`config.mk`:
```
export PLATFORM = sky130hd
export DESIGN_NAME = rr_pri_arbiter
export DESIGN_NICKNAME = d
export VERILOG_FILES = /design/src/rtl/rr_pri_arbiter.sv
export SDC_FILE = /design/constraint.sdc
export NUM_CORES = 1
export LEC_CHECK = 0
export CORE_MARGIN = 10
export CORE_UTILIZATION = 34
export CTS_CLUSTER_DIAMETER = 100
export DETAILED_ROUTE_END_ITERATION = 16
export SLEW_MARGIN = 20
export SYNTH_ARGS = -nofsm -noshare
export SYNTH_HDL_FRONTEND = slang
export SYNTH_SLANG_ARGS = --single-unit
export TNS_END_PERCENT = 5
```
`constraint.sdc`:
```
create_clock -name clk -period 8.75 [get_ports clk]
set_input_delay 1.75 -clock clk [delete_from_list [all_inputs] [get_ports clk]]
set_output_delay 1.75 -clock clk [all_outputs]
set_load 0.005 [all_outputs]
```
`src/rtl/rr_pri_arbiter.sv`:
```
// Round-robin arbiter for up to 16 requesters: a rotating pointer masks the
// request vector, a lowest-index priority encode picks the winner.
module rr_pri_arbiter #(
  parameter int NREQ     = 16,
  parameter int IDXW     = 4,
  parameter int MAX_HOLD = 0,
  parameter int HCW      = 8
) (
  input  logic            clk,
  input  logic            reset,
  input  logic            enable,
  input  logic [NREQ-1:0] req,
  output logic [NREQ-1:0] gnt,
  output logic [IDXW-1:0] gnt_index,
  output logic            gnt_valid,
  output logic            preempt
);

  typedef enum logic {IDLE = 1'b0, GRANT = 1'b1} state_t;

  localparam logic [HCW-1:0] HOLD_LAST = HCW'((MAX_HOLD == 0) ? 0 : MAX_HOLD - 1);
  localparam logic [HCW-1:0] HOLD_SAT  = {HCW{1'b1}};

  state_t          state_q;
  logic [NREQ-1:0] gnt_q;
  logic [IDXW-1:0] gnt_index_q;
  logic            gnt_valid_q;
  logic            preempt_q;
  logic [IDXW-1:0] ptr_q;
  logic [HCW-1:0]  hold_cnt_q;

  logic [IDXW-1:0] ptr_d;
  logic [HCW-1:0]  hold_cnt_d;

  logic [NREQ-1:0] masked;
  logic [NREQ-1:0] first_masked;
  logic [NREQ-1:0] first_req;
  logic [NREQ-1:0] win_onehot;
  logic [IDXW-1:0] win_index;

  // Requests at or above the pointer get first pick; below it only as fallback.
  assign masked = req & ~((NREQ'(1) << ptr_q) - NREQ'(1));

  generate
    for (genvar gi = 0; gi < NREQ; gi++) begin : g_first
      if (gi == 0) begin : g_lsb
        assign first_masked[gi] = masked[gi];
        assign first_req[gi]    = req[gi];
      end else begin : g_upper
        assign first_masked[gi] = masked[gi] & ~(|masked[gi-1:0]);
        assign first_req[gi]    = req[gi] & ~(|req[gi-1:0]);
      end
    end
  endgenerate

  assign win_onehot = (|masked) ? first_masked : first_req;

  always_comb begin
    win_index = '0;
    for (int i = 0; i < NREQ; i++) begin
      if (win_onehot[i]) win_index = win_index | IDXW'(i);
    end
  end

  logic cur_req;
  logic rel_drop;
  logic rel_timeout;

  assign cur_req     = req[gnt_index_q];
  assign rel_drop    = ~cur_req | ~enable;
  assign rel_timeout = (MAX_HOLD != 0) && (hold_cnt_q == HOLD_LAST) && cur_req;

  // Pointer arithmetic relies on NREQ == 2**IDXW so index 15 wraps to 0.
  assign ptr_d      = gnt_index_q + IDXW'(1);
  assign hold_cnt_d = (hold_cnt_q == HOLD_SAT) ? hold_cnt_q : hold_cnt_q + HCW'(1);

  always_ff @(posedge clk) begin
    if (reset) begin
      state_q     <= IDLE;
      gnt_q       <= '0;
      gnt_index_q <= '0;
      gnt_valid_q <= 1'b0;
      preempt_q   <= 1'b0;
      ptr_q       <= '0;
      hold_cnt_q  <= '0;
    end else begin
      case (state_q)
        IDLE: begin
          preempt_q <= 1'b0;
          if (enable && (|req)) begin
            state_q     <= GRANT;
            gnt_q       <= win_onehot;
            gnt_index_q <= win_index;
            gnt_valid_q <= 1'b1;
            hold_cnt_q  <= '0;
          end
        end
        GRANT: begin
          if (rel_drop || rel_timeout) begin
            state_q     <= IDLE;
            gnt_q       <= '0;
            gnt_index_q <= '0;
            gnt_valid_q <= 1'b0;
            ptr_q       <= ptr_d;
            preempt_q   <= rel_timeout & ~rel_drop;
          end else begin
            hold_cnt_q <= hold_cnt_d;
            preempt_q  <= 1'b0;
          end
        end
        default: begin
          state_q     <= IDLE;
          gnt_q       <= '0;
          gnt_index_q <= '0;
          gnt_valid_q <= 1'b0;
          preempt_q   <= 1'b0;
        end
      endcase
    end
  end

  assign gnt       = gnt_q;
  assign gnt_index = gnt_index_q;
  assign gnt_valid = gnt_valid_q;
  assign preempt   = preempt_q;

endmodule

```
==> reports/metrics.cfg <==
[outcome]
status = finished clean

[setup_path]
path_max_fanout = 16
path_buf_inv = 1
timing.rr.end = gnt_index[0]$_SDFFE_PP0P_
arrival_ns = 4.65
critPathMaxStageDelay_ns = 0.74
crit_required_ns = 8.96
cp_slowest_cell = nor3_2
cp_top_family = simple AND/OR/NAND/NOR gates
path_class = in2reg
path_cells = clkdlybuf4s50_1, nor4_1, and3_1, and3b_1, nor3_1, nor3_2, a221o_1
startpoint_type = input port
r2r_slack_ns = 4.82
r2r-start = ptr_q[3]$_SDFFE_PP0P_
rr_worst_depth = 10
end_kind = flip-flop

[logic_synthesis]
synth_top_area_share_pct = 25.7
synth_area_mm2 = 0.00203
avgSynthCellArea_um2 = 8.11
synth_edf_count = 0
synthTopCellsByArea = dfxtp_1 26%, nand2_1 5.0%, mux4_2 4.4%, nor2_1 3.9%, a21oi_1 3.2%
yosys_warnings = 0
synth.net_count = 271
ys_ff_latch = 26
yosysSeqAreaShare_pct = 25.7
ys_async_sr_fraction_pct = 0
yosys.area.top_type = dfxtp_1
synth_ff_type = dfxtp_1
synth_cells = 250
synth_cell_types = 71

[detailed_routing]
routed_via_density = 5.87
drc = 0
via_count = 2071
drt_iter0_markers = 126
drt_wl_total_mm = 6.34
ant_nets = 0
wire_per_inst_um = 18.0
drt_first_pass_iters = 4

[grt]
grt_max_degree = 22
grt_pass1_vias = 1977
grt_remaining_overflow = 0
grt_use_total_pct = 12.8
grt_pass1_wl_mm = 10.4
antenna_found_initial = 0

[place]
dp.final_hpwl_mm = 4.90
place_congestion = 0.895
io_buffers = 39
dp.cells = 349
pre_cts_slack_ns = 4.07

[run]
max_cap_viol_count = 0

[floorplanning]
initial_utilization_pct = 34.7
die_area_mm2 = 0.00945
rows = 28
ios = 41
core_area_mm2 = 0.00585
chipHeight_um = 97.2
fp.dieW_um = 97.2

[clock_tree]
post_cts_buffers = 0
numCtsBuffers = 3
root_buffer = clkbuf_8
ctsHtreeMaxLevel = 1
path_clk_slew_ns = 0.08
cts_hold_buf = 0
clkSinkCount = 26
clock_latency_ns = 0.27
clockBufferDepth = 2
post_cts_resized = 0
cts_tree = built

[final_layout]
stdcell_count = 353
final_cell_mix = 39 x clkdlybuf4s50_1, 27 x nand2_1, 26 x dfxtp_1
nets = 300
final_common_cell = clkdlybuf4s50_1
synthToLayoutAreaGrowth_pct = 23.4
drive_above_1_share_pct = 10.8
diodes = 0

[timing]
min_period_over_period_pct = 50.8
setup_viol = 0
hold_viol_final = 0
fin_skew_ns = 0.00868
tightest_slew_ns = 0.880
min_period_ns = 4.45
drv_slew = 0
slew_headroom_pct = 41.0
fmax_mhz = 225
whs_ns = 0.452
fin_ws_ns = 4.30
final.setup.tns_ns = 0
rsz0062_at_grt = false

[power_and_ir_drop]
power_leakage_nw = 0.849
power.density_mw_per_mm2 = 130
ir_drop_v = 0.000103

[worst_hold_path]
hold_start = gnt[4]$_SDFFE_PP0P_
hold_path.class = reg2reg
holdPathStages = 2
min_to = gnt[4]$_SDFFE_PP0P_

-- report_power, final --
part	switching (mW)	leakage, nW	total, mW	internal [mW]
sequential	0.0129	0.211	0.136	0.123
combinational	0.0502	0.602	0.0934	0.0431
clock	0.0363	0.0357	0.0974	0.0611
total	0.0995	0.849	0.326	0.227
-- area by class of cell --
| class | count | area [µm²] |
|---|---|---|
| Fill cell | 590 | 3350 |
| Multi-Input combinational cell | 198 | 1380 |
| Sequential cell | 26 | 520 |
| Timing Repair Buffer | 40 | 398 |
| Tap cell | 75 | 93.8 |
| Clock buffer | 3 | 41.3 |
| Inverter | 10 | 37.5 |
| Clock inverter | 1 | 30.0 |
-- synthesized netlist by cell type, drive strengths merged, types with 5 or more instances --
cell type / number
nand3b: 5
nand2: 28
nor4: 7
a31oi: 5
nor2: 22
nor3: 12
buf: 12
inv: 10
a211oi: 5
a21oi: 13
o21ai: 14
dfxtp: 26
nand3: 11
a22o: 7
-- logic make-up after synthesis --
logic type	share of synthesized area [%]
flops	25.7
compound gates	28.3
fa+ha+maj	1.23
mux	6.97
simple gates	29.7
buf+inv	6.17
xor+xnor	1.73
other cells	0.185
-- tightest hold or removal path, delay by kind of cell, from the launching register on --
kind	cells	cell delay, ns
flip-flops	1	0.32
AND/OR/NAND/NOR	2	0.09
-- metrics by stage --
step           total power, mW  util [%]  area (µm²)
6_report                 0.326      42.8        2500
5_1_grt                  0.343      42.8        2500
4_1_cts                  0.329      42.8        2500
3_5_place_dp             0.231      41.6        2430
3_3_place_gp             0.230      41.6        2430
2_1_floorplan            0.198         -        2030
-- sequential cells by signal, indices dropped and copies added (netlist names) --
signal and cells:
gnt 16, gnt_index 4, gnt_valid 1, ptr_q 4, state_q 1
-- worst max path at each step --
stage                                      to  cells after the start   start  slack [ns]
global route              gnt[8]$_SDFFE_PP0P_                      8  req[0]        4.13
detailed placement  gnt_index[1]$_SDFFE_PP0P_                      7  req[0]        4.07
global placement    gnt_index[1]$_SDFFE_PP0P_                      7  req[0]        4.09
CTS                 gnt_index[1]$_SDFFE_PP0P_                      7  req[0]        4.34
floorplan                gnt[11]$_SDFFE_PP0P_                      8  req[8]        5.20
finish              gnt_index[1]$_SDFFE_PP0P_                      7  req[0]        4.30
-- layer usage --
metal / global-route usage, % / vias to the layer above / share of wire [%] / wire length (µm)
li1: - / 1006 / - / -
met1: 17.1 / 991 / 46 / 2930
met2: 20.0 / 68 / 46 / 2910
met3: 2.70 / 6 / 6.5 / 412
met4: 4.03 / 0 / 1.3 / 84
met5: 0 / - / 0 / 0
Power figures use the tool's default switching activity.
